File: config.mk
export PLATFORM = sky130hd
export DESIGN_NAME = com_bus_arbiter
export DESIGN_NICKNAME = d
export VERILOG_FILES = /design/src/rtl/com_bus_arbiter.sv
export SDC_FILE = /design/constraint.sdc
export NUM_CORES = 1
export LEC_CHECK = 0
export BUFFER_PORTS_ARGS = -buffer_cell sky130_fd_sc_hd__buf_2
export CELL_PAD_IN_SITES_DETAIL_PLACEMENT = 1
export CELL_PAD_IN_SITES_GLOBAL_PLACEMENT = 1
export CORE_UTILIZATION = 34
export DETAILED_ROUTE_END_ITERATION = 10
export GPL_ROUTABILITY_DRIVEN = 0
export GPL_TIMING_DRIVEN = 0
export PLACE_DENSITY_LB_ADDON = 0.2
export SLEW_MARGIN = 20
export SYNTH_ARGS = -nofsm -noshare
export SYNTH_HDL_FRONTEND = slang
export SYNTH_SLANG_ARGS = --single-unit
File: constraint.sdc
create_clock -name clk -period 1.5 [get_ports clk]
set_clock_uncertainty 0.1 [all_clocks]
set_input_delay 0.3 -clock clk [delete_from_list [all_inputs] [get_ports clk]]
set_output_delay 0.3 -clock clk [all_outputs]
set_load 0.02 [all_outputs]
File: src/rtl/com_bus_arbiter.sv
// Round-robin owner arbiter for the shared coherence bus, with a dead turnaround cycle between tenures.
// Optional tenure limit enabled by defining COM_BUS_TIMEOUT_EN.
module com_bus_arbiter #(
    parameter int NUM_REQ    = 8,
    parameter int ID_W       = 3,
    parameter int MAX_TENURE = 64
) (
    input  logic               clk,
    input  logic               rst_n,
    input  logic [NUM_REQ-1:0] Com_Bus_Req,
    output logic [NUM_REQ-1:0] Com_Bus_Gnt,
    output logic [ID_W-1:0]    Gnt_id,
    output logic               Bus_busy,
    output logic               Timeout_err
);

    if (NUM_REQ < 2 || NUM_REQ > 16 || ID_W != $clog2(NUM_REQ) ||
        MAX_TENURE < 2 || MAX_TENURE > 255) begin : g_param_check
        $error("com_bus_arbiter: illegal parameter set");
    end

    typedef enum logic [1:0] {IDLE, GRANT, TURN} state_t;

    state_t          state, state_nxt;
    logic [ID_W-1:0] owner, owner_nxt;
    logic [ID_W-1:0] rr_ptr, rr_nxt;
    logic [ID_W-1:0] owner_inc;
    logic            req_found;
    logic [ID_W-1:0] req_sel;
    logic            hi_found, lo_found;
    logic [ID_W-1:0] hi_sel, lo_sel;
    logic            tenure_max;

    // Lowest set bit at or above rr_ptr wins; otherwise lowest set bit below it (wrap).
    always_comb begin
        hi_found = 1'b0;
        lo_found = 1'b0;
        hi_sel   = '0;
        lo_sel   = '0;
        for (int i = NUM_REQ - 1; i >= 0; i--) begin
            if (Com_Bus_Req[i]) begin
                if (i >= int'(rr_ptr)) begin
                    hi_found = 1'b1;
                    hi_sel   = ID_W'(i);
                end else begin
                    lo_found = 1'b1;
                    lo_sel   = ID_W'(i);
                end
            end
        end
        req_found = hi_found | lo_found;
        req_sel   = hi_found ? hi_sel : lo_sel;
    end

    assign owner_inc = (int'(owner) == NUM_REQ - 1) ? '0 : owner + ID_W'(1);

    always_ff @(posedge clk or negedge rst_n) begin
        if (!rst_n) begin
            state  <= IDLE;
            owner  <= '0;
            rr_ptr <= '0;
        end else begin
            state  <= state_nxt;
            owner  <= owner_nxt;
            rr_ptr <= rr_nxt;
        end
    end

    always_comb begin
        state_nxt = state;
        owner_nxt = owner;
        rr_nxt    = rr_ptr;
        case (state)
            IDLE, TURN: begin
                if (req_found) begin
                    state_nxt = GRANT;
                    owner_nxt = req_sel;
                end else begin
                    state_nxt = IDLE;
                end
            end
            GRANT: begin
                if (!Com_Bus_Req[owner] || tenure_max) begin
                    state_nxt = TURN;
                    rr_nxt    = owner_inc;
                end
            end
            default: state_nxt = IDLE;
        endcase
    end

    // Outputs decode registered state only, so reset clears the grant without a clock.
    always_comb begin
        Com_Bus_Gnt = '0;
        if (state == GRANT) Com_Bus_Gnt[owner] = 1'b1;
        Bus_busy = (state == GRANT);
        Gnt_id   = owner;
    end

`ifdef COM_BUS_TIMEOUT_EN
    logic [7:0] tenure;
    logic       timeout_q;

    assign tenure_max = (tenure == 8'(MAX_TENURE - 1));

    always_ff @(posedge clk or negedge rst_n) begin
        if (!rst_n) begin
            tenure    <= '0;
            timeout_q <= 1'b0;
        end else begin
            timeout_q <= (state == GRANT) && Com_Bus_Req[owner] && tenure_max;
            if (state != GRANT && state_nxt == GRANT) tenure <= '0;
            else if (state == GRANT)                  tenure <= tenure + 8'd1;
        end
    end

    assign Timeout_err = timeout_q;
`else
    assign tenure_max  = 1'b0;
    assign Timeout_err = 1'b0;
`endif

endmodule

==> results by group, run 1 <==
Timing
  – Pins Over Slew Limit: 0
  – Hold violation total from the final report: 0
  – Worst slew margin: between 60% and 70%
  – Final Cycle Share: 125%
  – Worst-Margin Slew: 537 ps
  – RSZ-0062 raised after global routing: true
  – Setup WS post-layout: -374 ps
  – Final setup viols: 16
  – Minimum clock period: 1870 ps
  – Fmax achieved: 534 MHz

Route
  – Initial DRC Count: 14
  – # DRC: 0
  – Vias/cell: ~5.5
  – Routed len/inst: around 17 um
  – Vias: around 1000
  – Routed Antenna Nets: 0
  – Final WL: about 3100 um
  – DR pass1 iterations: 4

Die
  – I/O pin cnt: 23
  – Core region area: ~2500 um2
  – Initial Utilization: 35.8%
  – Die Area: 2790 um2
  – Chip height: roughly 53 um
  – Cell Rows: 18
  – DIE WIDTH: 52.9 um

Setup path
  – WS Path Type: flip-flop to flip-flop
  – Worst setup EP type: flip-flop
  – Setup slack, reg-to-reg: -370 ps
  – Critical Path Fanout Max: 6
  – Worst setup path startpoint: Gnt_id[0]$_DFFE_PN0P_
  – Crit path to: rr_ptr[0]$_DFFE_PN0P_
  – Startpoint Class: flip-flop
  – Levels on crit path: 6
  – Worst path cell trace: buf_6, mux2i_1, nor3_1, nor4_4, buf_4, mux2_4
  – Crit Reg-Reg Endpoint: rr_ptr[0]$_DFFE_PN0P_
  – Reg2Reg Depth: 6
  – Buf/Inv on CP: 2
  – Reg-to-Reg Start: Gnt_id[0]$_DFFE_PN0P_
  – Crit path max-delay cell type: nor3_1
  – WP data arrival: around 1900 ps
  – Worst path max stage delay: 430 ps
  – Critical Path RT: between 1500 and 2000 ps
  – Crit-path leading delay family: simple AND/OR/NAND/NOR gates

GRT
  – M1 GR Usage: between 20% and 30%
  – Pin count of the biggest net entering global routing: 11
  – Initial antenna violation count: 0
  – Global-route wire length before repair: ~4600 um
  – GRT Total Usage: 22.9%
  – Vias in the first global route: between 900 and 1000
  – Met3 global-route usage: between 2 and 2.5%
  – Gr busiest metal: met2
  – Grt met2 use: between 30% and 40%
  – Grt total ovfl: 0

Clocking
  – Root buf cell: clkbuf_4
  – Number of buffers on the longest clock path: 2
  – CTS H-tree depth: 1
  – Clock transition at path regs: 50 ps
  – CTS Buf Count: 3
  – Clock latency on the worst-skew pair: between 200 and 300 ps
  – Clock Sinks: 8
  – CTS tree: done

Logic synthesis
  – Cell Area, Synth: just under 900 um2
  – Post-Syn Area per Cell: 8.30 um2
  – Async S/R FF share, synth: 100%
  – Sequential-to-total area share from yosys stat: a little under a quarter
  – Total number of yosys warnings: 0
  – Post-synthesis register bit count: 8
  – Synth Flop Type: dfrtp_1
  – Cell variety after synth: 47
  – Number of flops mapped to enable cells by yosys: 0
  – Synthesized Nets: around 120
  – Post-Syn Instances: 106

Power and ir drop
  – Pint: 1690 uW
  – Total power: ~3200 uW
  – Leakage: 0.000622 uW
  – Clock power frac: roughly 5.4%
  – Worst vdd ir: ~1.3 mV
  – Switching share of total power: a little under half
  – Net switching power: 1550 uW
  – Logic pwr share: 80.1%
  – Power per cell area: approximately 2300 nW/um2
  – Sequential share of power: between 10% and 20%

Cells and area
  – P&R area growth vs syn: 58.2%
  – Final nets: between 150 and 200
  – Share of cells above drive strength 1: about 60%
  – Final core occ: around 57%
  – Layout Cells excl Fill: around 190
  – Antenna cell count: 0

Job
  – Max Cap Viol: 0

Place
  – Number of buffers added on ports: 21
  – Post-Place Cells: about 160
  – DP HPWL: between 1500 and 2000 um

Status
  – Failing checks: setup timing
  – Status: finished, violations left

Min path
  – HP Class: primary input to async pin
==> sequential cells by signal, indices dropped and copies added (netlist names) <==
signal	cells
rr_ptr	3
state	2
Gnt_id	3
==> final cells by class <==
cell class	instances	area (um2)
flip-flops and latches	8	205
fillers	293	1060
plain buffers	6	63.8
well taps	30	37.5
clock buffers	4	26.3
inverters	7	26.3
multi-input cells	85	711
repair buffers	46	322
==> synth_stat cells, drive strengths merged, types with 2 or more instances <==
master    n  area, um2
a211oi    2       20.0
a21oi     7       38.8
a221oi    3       38.8
a2bb2oi   2       23.8
and2b     2       16.3
buf       6       56.3
dfrtp     8        200
ha        2       25.0
inv       7       26.3
mux2      2       30.0
mux2i     5       50.1
nand2    10       37.5
nand2b    2       12.5
nand3     2       10.0
nor2     14       52.6
nor3      5       25.0
nor3b     2       20.0
o21ai     6       33.8
o22ai     2       18.8
==> kinds of logic after synthesis <==
logic type | Yosys count | synth area share [%]
buffers and inverters | 13 | 9.39
and+or+nand+nor | 45 | 28.3
adders and majority gates | 2 | 2.84
muxes | 7 | 9.10
DFF | 8 | 22.8
AOI/OAI and AO/OA | 30 | 27.2
other | 1 | 0.426
==> layout by cell type, fill, tap and decap left out, types with 2 or more instances in the layout <==
| cell type | count |
|---|---|
| ha_1 | 2 |
| buf_2 | 15 |
| dfrtp_1 | 4 |
| clkbuf_4 | 3 |
| a221oi_2 | 3 |
| o21ai_1 | 4 |
| buf_6 | 8 |
| nand2b_1 | 2 |
| buf_4 | 28 |
| mux2_4 | 2 |
| nor3_1 | 4 |
| a21oi_2 | 3 |
| dfrtp_2 | 4 |
| nor2_2 | 4 |
| inv_2 | 2 |
| a21oi_1 | 4 |
| nand2_2 | 2 |
| nor2_1 | 9 |
| mux2i_1 | 4 |
| nand2_1 | 7 |
| inv_1 | 5 |
==> power groups by stage <==
stage               Sequential [uW]  Clock, uW  Combinational (uW)
finish                          471        173                2600
global route                    480        190                2790
CTS                             453        183                2290
detailed placement              483          0                1750
global placement                477          0                1720
floorplan                       494          0                1320
==> per-layer routing <==
| layer | wire length, um | share of wire [%] | up-vias |
|---|---|---|---|
| met5 | 0 | 0 | - |
| met4 | 68 | 2.2 | 0 |
| met3 | 81 | 2.6 | 8 |
| met2 | 1630 | 52 | 24 |
| met1 | 1360 | 43 | 498 |
| li1 | - | - | 487 |
==> how the worst min path moves through the flow <==
stage / from / endpoint / slack, ps / cells after the start
6_report: rst_n / state[1]$_DFFE_PN0P_ / 310 / 2
5_1_grt: rst_n / state[1]$_DFFE_PN0P_ / 310 / 2
4_1_cts: rst_n / state[1]$_DFFE_PN0P_ / 300 / 2
3_5_place_dp: rst_n / state[1]$_DFFE_PN0P_ / 50 / 1
3_3_place_gp: rst_n / Gnt_id[1]$_DFFE_PN0P_ / 40 / 1
2_1_floorplan: rst_n / Gnt_id[0]$_DFFE_PN0P_ / -100 / 0
==> metrics by stage <==
stage / area (um2) / TNS (ps) / hold WS [ps] / setup slack, ps
after floorplan: 906 / -970 / -95.6 / -232
after global placement: 1050 / -1600 / 43.8 / -345
after detailed placement: 1050 / -1710 / 45.8 / -320
after CTS: 1290 / -2590 / 301 / -251
after global routing: 1390 / -4290 / 314 / -436
final: 1390 / -3260 / 310 / -374
==> worst reg2reg max path, cell delays in order (launching register included) <==
cell and delay, ps:
dfrtp_2 410, buf_6 140, mux2i_1 130, nor3_1 430, nor4_4 80, buf_4 170
mux2_4 290
==> repair_timing <==
action	4_1_cts	5_1_grt
cloned	0	0
pin swaps	11	10
hold buffers	1	0
resized for setup	23	15
setup endpoints to repair	17	16
endpoints found under the hold margin	8	0
buffers inserted	18	7
No activity file was read; power rests on OpenSTA's default activity.
==> run 2: changes to the inputs <==
--- a/config.mk
+++ b/config.mk
@@ -6,8 +6,9 @@
 export NUM_CORES = 1
 export LEC_CHECK = 0
 export BUFFER_PORTS_ARGS = -buffer_cell sky130_fd_sc_hd__buf_2
-export CELL_PAD_IN_SITES_DETAIL_PLACEMENT = 1
+export CELL_PAD_IN_SITES_DETAIL_PLACEMENT = 0
 export CELL_PAD_IN_SITES_GLOBAL_PLACEMENT = 1
+export CORE_MARGIN = 3
 export CORE_UTILIZATION = 34
 export DETAILED_ROUTE_END_ITERATION = 10
 export GPL_ROUTABILITY_DRIVEN = 0
==> run 2 against run 1 <==
Largest cell class unchanged. The flow still finishes with violations (setup timing). Die area is 16% higher. Non-clock buffer count down 4. First-iteration DRC count shrank 64%. Critical path depth did not move. Critical path type unchanged. Wire length decreased by 14%.
==> results by group, run 2 (same netlist as run 1, synthesis figures left out) <==
Clocking
  – Clock latency on the worst-skew pair: between 200 and 300 ps
  – CTS tree: done
  – Clock Sinks: 8
  – CTS Buf Count: 3
  – Number of buffers on the longest clock path: 2
  – CTS H-tree depth: 1
  – Root buf cell: clkbuf_4
  – Clock transition at path regs: 60 ps

Route
  – Routed wl met3: 113 um
  – Routed Antenna Nets: 0
  – Vias/cell: about 5.5
  – Metal-1 WL: between 1000 and 1500 um
  – Met2 WL: 1390 um
  – Vias: 990
  – Routed len/inst: between 15 and 20 um
  – Final WL: between 2000 and 3000 um
  – Highest metal layer with signal wires: met4
  – Initial DRC Count: 5
  – DR pass1 iterations: 4
  – # DRC: 0

Setup path
  – WS Path Type: flip-flop to flip-flop
  – Critical Path Fanout Max: 5
  – Startpoint Class: flip-flop
  – Worst setup EP type: flip-flop
  – WP data arrival: about 1800 ps
  – Crit path max-delay cell type: dfrtp_2
  – Worst path max stage delay: about 370 ps
  – Critical Path RT: 1530 ps
  – Worst path cell trace: buf_6, mux2i_4, nor2_4, nor4_4, buf_4, mux2_4

Timing
  – Final Cycle Share: 119%
  – Final setup viols: 16
  – Setup WS post-layout: -278 ps
  – WHS: ~310 ps
  – Fmax achieved: about 560 MHz
  – Hold violation total from the final report: 0
  – Minimum clock period: 1780 ps
  – RSZ-0062 raised after global routing: true
  – Pins Over Slew Limit: 0

Place
  – Pre-CTS WS: -336 ps
  – DP HPWL: 1830 um
  – Number of buffers added on ports: 21

Status
  – Status: finished, violations left
  – Failing checks: setup timing

Job
  – Max Cap Viol: 0

Cells and area
  – Final nets: between 150 and 200
  – Leading cell type in the layout, fill and taps excluded: buf_4
  – Antenna cell count: 0
  – P&R area growth vs syn: 69.1%
  – Commonest cells after routing, fill and taps aside: 22 x buf_4, 12 x buf_6, 12 x buf_2
  – Share of cells above drive strength 1: 65.1%

Min path
  – HP Class: primary input to async pin

Die
  – Chip height: 56.9 um
  – Initial Utilization: around 38%
  – Core region area: roughly 2300 um2
  – I/O pin cnt: 23
  – Die Area: 3230 um2
  – Cell Rows: 17
  – DIE WIDTH: 56.9 um

GRT
  – Vias in the first global route: slightly below 1000
  – Global-route wire length before repair: about 4400 um
  – Pin count of the biggest net entering global routing: 11
  – GRT Total Usage: ~17%
  – Grt total ovfl: 0
  – Initial antenna violation count: 0

Power and ir drop
  – Power per cell area: ~2300 nW/um2
  – Total power: approximately 3500 uW
  – Leakage: around 0.00062 uW
  – Worst vdd ir: ~1.6 mV
run 2: cell types whose count changed in the layout (fill, tap and decap cells not counted), moves of 2 or more:
cell and delta:
buf_6 +4, nor3_1 -2, nor2_4 +6, a211oi_2 +2
nor2_1 -4, buf_4 -6, buf_2 -3, nand2_8 +2
nor2_2 -2
run 2: cell type report:
type | instances | area (um2)
Buffer | 6 | 63.8
Multi-Input combinational cell | 85 | 792
Clock buffer | 4 | 26.3
Sequential cell | 8 | 205
Fill cell | 201 | 852
Inverter | 7 | 38.8
Timing Repair Buffer | 42 | 327
Tap cell | 28 | 35.0
run 2: repair_timing:
item,CTS,global route
setup buffers,14,7
hold endpoints to repair,8,0
gates resized for setup,55,12
hold buffers,1,0
setup endpoints to repair,16,17
pin swaps,15,10
run 2: report_power, final:
part / switching (uW) / internal [uW]
Sequential: 103 / 340
Clock: 75.5 / 102
Combinational: 1480 / 1360
run 2: routing by layer:
metal	global-route usage [%]	vias up
li1	-	479
met1	20.9	474
met2	30.7	27
met3	2.76	10
met4	5.63	0
met5	0	-
run 2: worst max-delay path: cells and delay by family (launching register included):
kind	cells	cell delay, ps
mux	2	550
buf+inv	2	330
simple gates	2	310
flops	1	370
run 2: metrics by stage:
step           util, %  setup TNS, ps  area [um2]  std cells
6_report          63.6          -2720        1490        180
3_5_place_dp      44.7          -1640        1050        155
4_1_cts           59.4          -2670        1390        174
5_1_grt           63.6          -3680        1490        180
3_3_place_gp      44.7          -1610        1050        155
2_1_floorplan        -           -970         906        106
run 2: final timing paths:
check | to | start | slack (ps) | cells past startpoint
setup / recovery | rr_ptr[2]$_DFFE_PN0P_ | Gnt_id[0]$_DFFE_PN0P_ | -280 | 6
hold / removal | Gnt_id[0]$_DFFE_PN0P_ | rst_n | 310 | 2
setup reg to reg | rr_ptr[2]$_DFFE_PN0P_ | Gnt_id[0]$_DFFE_PN0P_ | -280 | 6
hold reg to reg | Gnt_id[2]$_DFFE_PN0P_ | Gnt_id[2]$_DFFE_PN0P_ | 520 | 1
max in group asynchronous | state[0]$_DFFE_PN0P_ | rst_n | 820 | 2
min in group clk | Gnt_id[0]$_DFFE_PN0P_ | Com_Bus_Req[1] | 440 | 3
==> run 3: changes to the inputs <==
--- a/config.mk
+++ b/config.mk
@@ -8,12 +8,12 @@
 export BUFFER_PORTS_ARGS = -buffer_cell sky130_fd_sc_hd__buf_2
 export CELL_PAD_IN_SITES_DETAIL_PLACEMENT = 0
 export CELL_PAD_IN_SITES_GLOBAL_PLACEMENT = 1
-export CORE_MARGIN = 3
+export CORE_MARGIN = 2
 export CORE_UTILIZATION = 34
 export DETAILED_ROUTE_END_ITERATION = 10
 export GPL_ROUTABILITY_DRIVEN = 0
 export GPL_TIMING_DRIVEN = 0
-export PLACE_DENSITY_LB_ADDON = 0.2
+export PLACE_DENSITY = 0.81
 export SLEW_MARGIN = 20
 export SYNTH_ARGS = -nofsm -noshare
 export SYNTH_HDL_FRONTEND = slang
==> run 3 against run 2 <==
The flow still finishes with violations (setup timing). Sequential cell count unchanged. Via count decreased by 2.8%. Sequential power increased by 4.5%. Cell count decreased by 2.8%. Largest power group unchanged. Register-to-register slack got worse by 20 ps. Combinational power decreased by 23%. Hold slack got worse by 6.1 ps. Critical path depth unchanged. Largest cell class unchanged. Wire length decreased by 7.8%. Worst setup slack got worse by 21 ps. Maximum frequency decreased by 1.2%. Critical endpoint is now rr_ptr[0]$_DFFE_PN0P_.
==> results by group, run 3 (same netlist as run 1, synthesis figures left out) <==
Die
  – Core region area: 2450 um2
  – Cell Rows: 18
  – Die Area: ~3000 um2
  – I/O pin cnt: 23
  – Chip height: roughly 55 um
  – DIE WIDTH: about 55 um
  – Initial Utilization: between 30% and 40%

Clocking
  – CTS tree: done
  – Root buf cell: clkbuf_4
  – CTS Buf Count: 3
  – Number of buffers on the longest clock path: 2
  – Clock transition at path regs: 50 ps
  – CTS H-tree depth: 1
  – Clock Sinks: 8
  – Clock latency on the worst-skew pair: 260 ps

Route
  – Metal-1 WL: ~1000 um
  – Routed Antenna Nets: 0
  – Vias/cell: about 5.5
  – Final WL: about 2500 um
  – Routed len/inst: ~14 um
  – DR pass1 iterations: 4
  – Highest metal layer with signal wires: met4
  – Met2 WL: ~1300 um
  – Initial DRC Count: 19
  – Vias: approximately 960
  – # DRC: 0
  – Routed wl met3: roughly 110 um

Timing
  – Pins Over Slew Limit: 0
  – Final setup viols: 16
  – Setup WS post-layout: -299 ps
  – Hold violation total from the final report: 0
  – RSZ-0062 raised after global routing: true
  – Minimum clock period: ~1800 ps
  – WHS: 301 ps
  – Fin Setup TNS: -2730 ps
  – Fmax achieved: 556 MHz
  – Final Cycle Share: 120%

Power and ir drop
  – Leakage: roughly 0.00056 uW
  – Worst vdd ir: about 1.4 mV
  – Total power: ~2800 uW
  – Power per cell area: about 2200 nW/um2

Cells and area
  – Register Area: just over 200 um2
  – Antenna cell count: 0
  – Area occupied by multi-input gates: 666 um2
  – Post-route cell area: roughly 1300 um2
  – Commonest cells after routing, fill and taps aside: 22 x buf_4, 13 x buf_2, 12 x nor2_1
  – Final nets: between 150 and 200
  – P&R area growth vs syn: 43.0%
  – Filler Cells Inserted: between 200 and 300
  – Leading cell type in the layout, fill and taps excluded: buf_4
  – Share of cells above drive strength 1: 52.4%

Place
  – Pre-CTS WS: -312 ps
  – Number of buffers added on ports: 21
  – DP Area: 1050 um2
  – DP HPWL: between 1500 and 2000 um

Setup path
  – WP data arrival: 1840 ps
  – Levels on crit path: 6
  – Worst setup path startpoint: Gnt_id[0]$_DFFE_PN0P_
  – Crit path to: rr_ptr[0]$_DFFE_PN0P_
  – Setup slack, reg-to-reg: -300 ps
  – WS Path Type: flip-flop to flip-flop
  – Worst path cell trace: buf_6, mux2i_2, nor2_2, nor4_4, buf_4, mux2_4
  – Crit Reg-Reg Endpoint: rr_ptr[0]$_DFFE_PN0P_
  – Worst path max stage delay: between 300 and 400 ps
  – Crit-path leading delay family: multiplexers
  – Worst setup EP type: flip-flop
  – Buf/Inv on CP: 2
  – Critical Path RT: roughly 1500 ps
  – Reg-to-Reg Start: Gnt_id[0]$_DFFE_PN0P_
  – Reg2Reg Depth: 6
  – Startpoint Class: flip-flop
  – Crit path max-delay cell type: dfrtp_2
  – Critical Path Fanout Max: 7

GRT
  – Grt total ovfl: 0
  – Initial antenna violation count: 0
  – Global-route wire length before repair: 3780 um
  – Pin count of the biggest net entering global routing: 11
  – Vias in the first global route: 868
  – GRT Total Usage: around 18%

Job
  – Max Cap Viol: 0

Min path
  – HP Class: primary input to async pin

Status
  – Failing checks: setup timing
  – Status: finished, violations left
run 3: worst reg2reg max path, stage by stage (launching register included):
cell and delay (ps):
dfrtp_2 380, buf_6 150, mux2i_2 240, nor2_2 90
nor4_4 240, buf_4 180, mux2_4 300
run 3: worst min path at each step:
stage	to	cells past startpoint	slack, ps	startpoint
6_report	state[1]$_DFFE_PN0P_	2	300	rst_n
5_1_grt	state[1]$_DFFE_PN0P_	2	320	rst_n
4_1_cts	state[1]$_DFFE_PN0P_	2	290	rst_n
3_5_place_dp	Gnt_id[1]$_DFFE_PN0P_	1	40	rst_n
3_3_place_gp	Gnt_id[1]$_DFFE_PN0P_	1	40	rst_n
2_1_floorplan	Gnt_id[0]$_DFFE_PN0P_	0	-100	rst_n
run 3: area by class of cell:
class                           count  area share (%)
Multi-Input combinational cell     85            52.9
Timing Repair Buffer               35            18.8
Sequential cell                     8            16.3
Buffer                              6            4.78
Tap cell                           30            2.99
Clock buffer                        4            2.09
Inverter                            7            2.09
run 3: metrics by stage:
stage               util, %  instances
global placement       42.7        157
finish                 51.2        175
floorplan                 -        106
global route           51.2        175
detailed placement     42.7        157
CTS                    47.9        169
run 3: report_power, final:
group | total (uW) | switching (uW) | internal (uW) | leakage, uW
clock network | 178 | 75.7 | 102 | 0.0000150
logic | 2190 | 1130 | 1050 | 0.000456
registers | 463 | 123 | 340 | 0.0000906
total | 2830 | 1330 | 1500 | 0.000561
run 3: what timing repair did:
action | in CTS | in global routing
endpoints found under the setup margin | 17 | 17
buffers inserted | 7 | 6
resized for setup | 13 | 10
pin swaps | 2 | 6
hold endpoints to repair | 8 | 0
hold buffers | 1 | 0
run 3: metal layers:
metal,vias up,track usage (%)
met4,0,8.33
li1,468,-
met5,-,0
met1,466,22.5
met2,23,30.4
met3,5,1.09
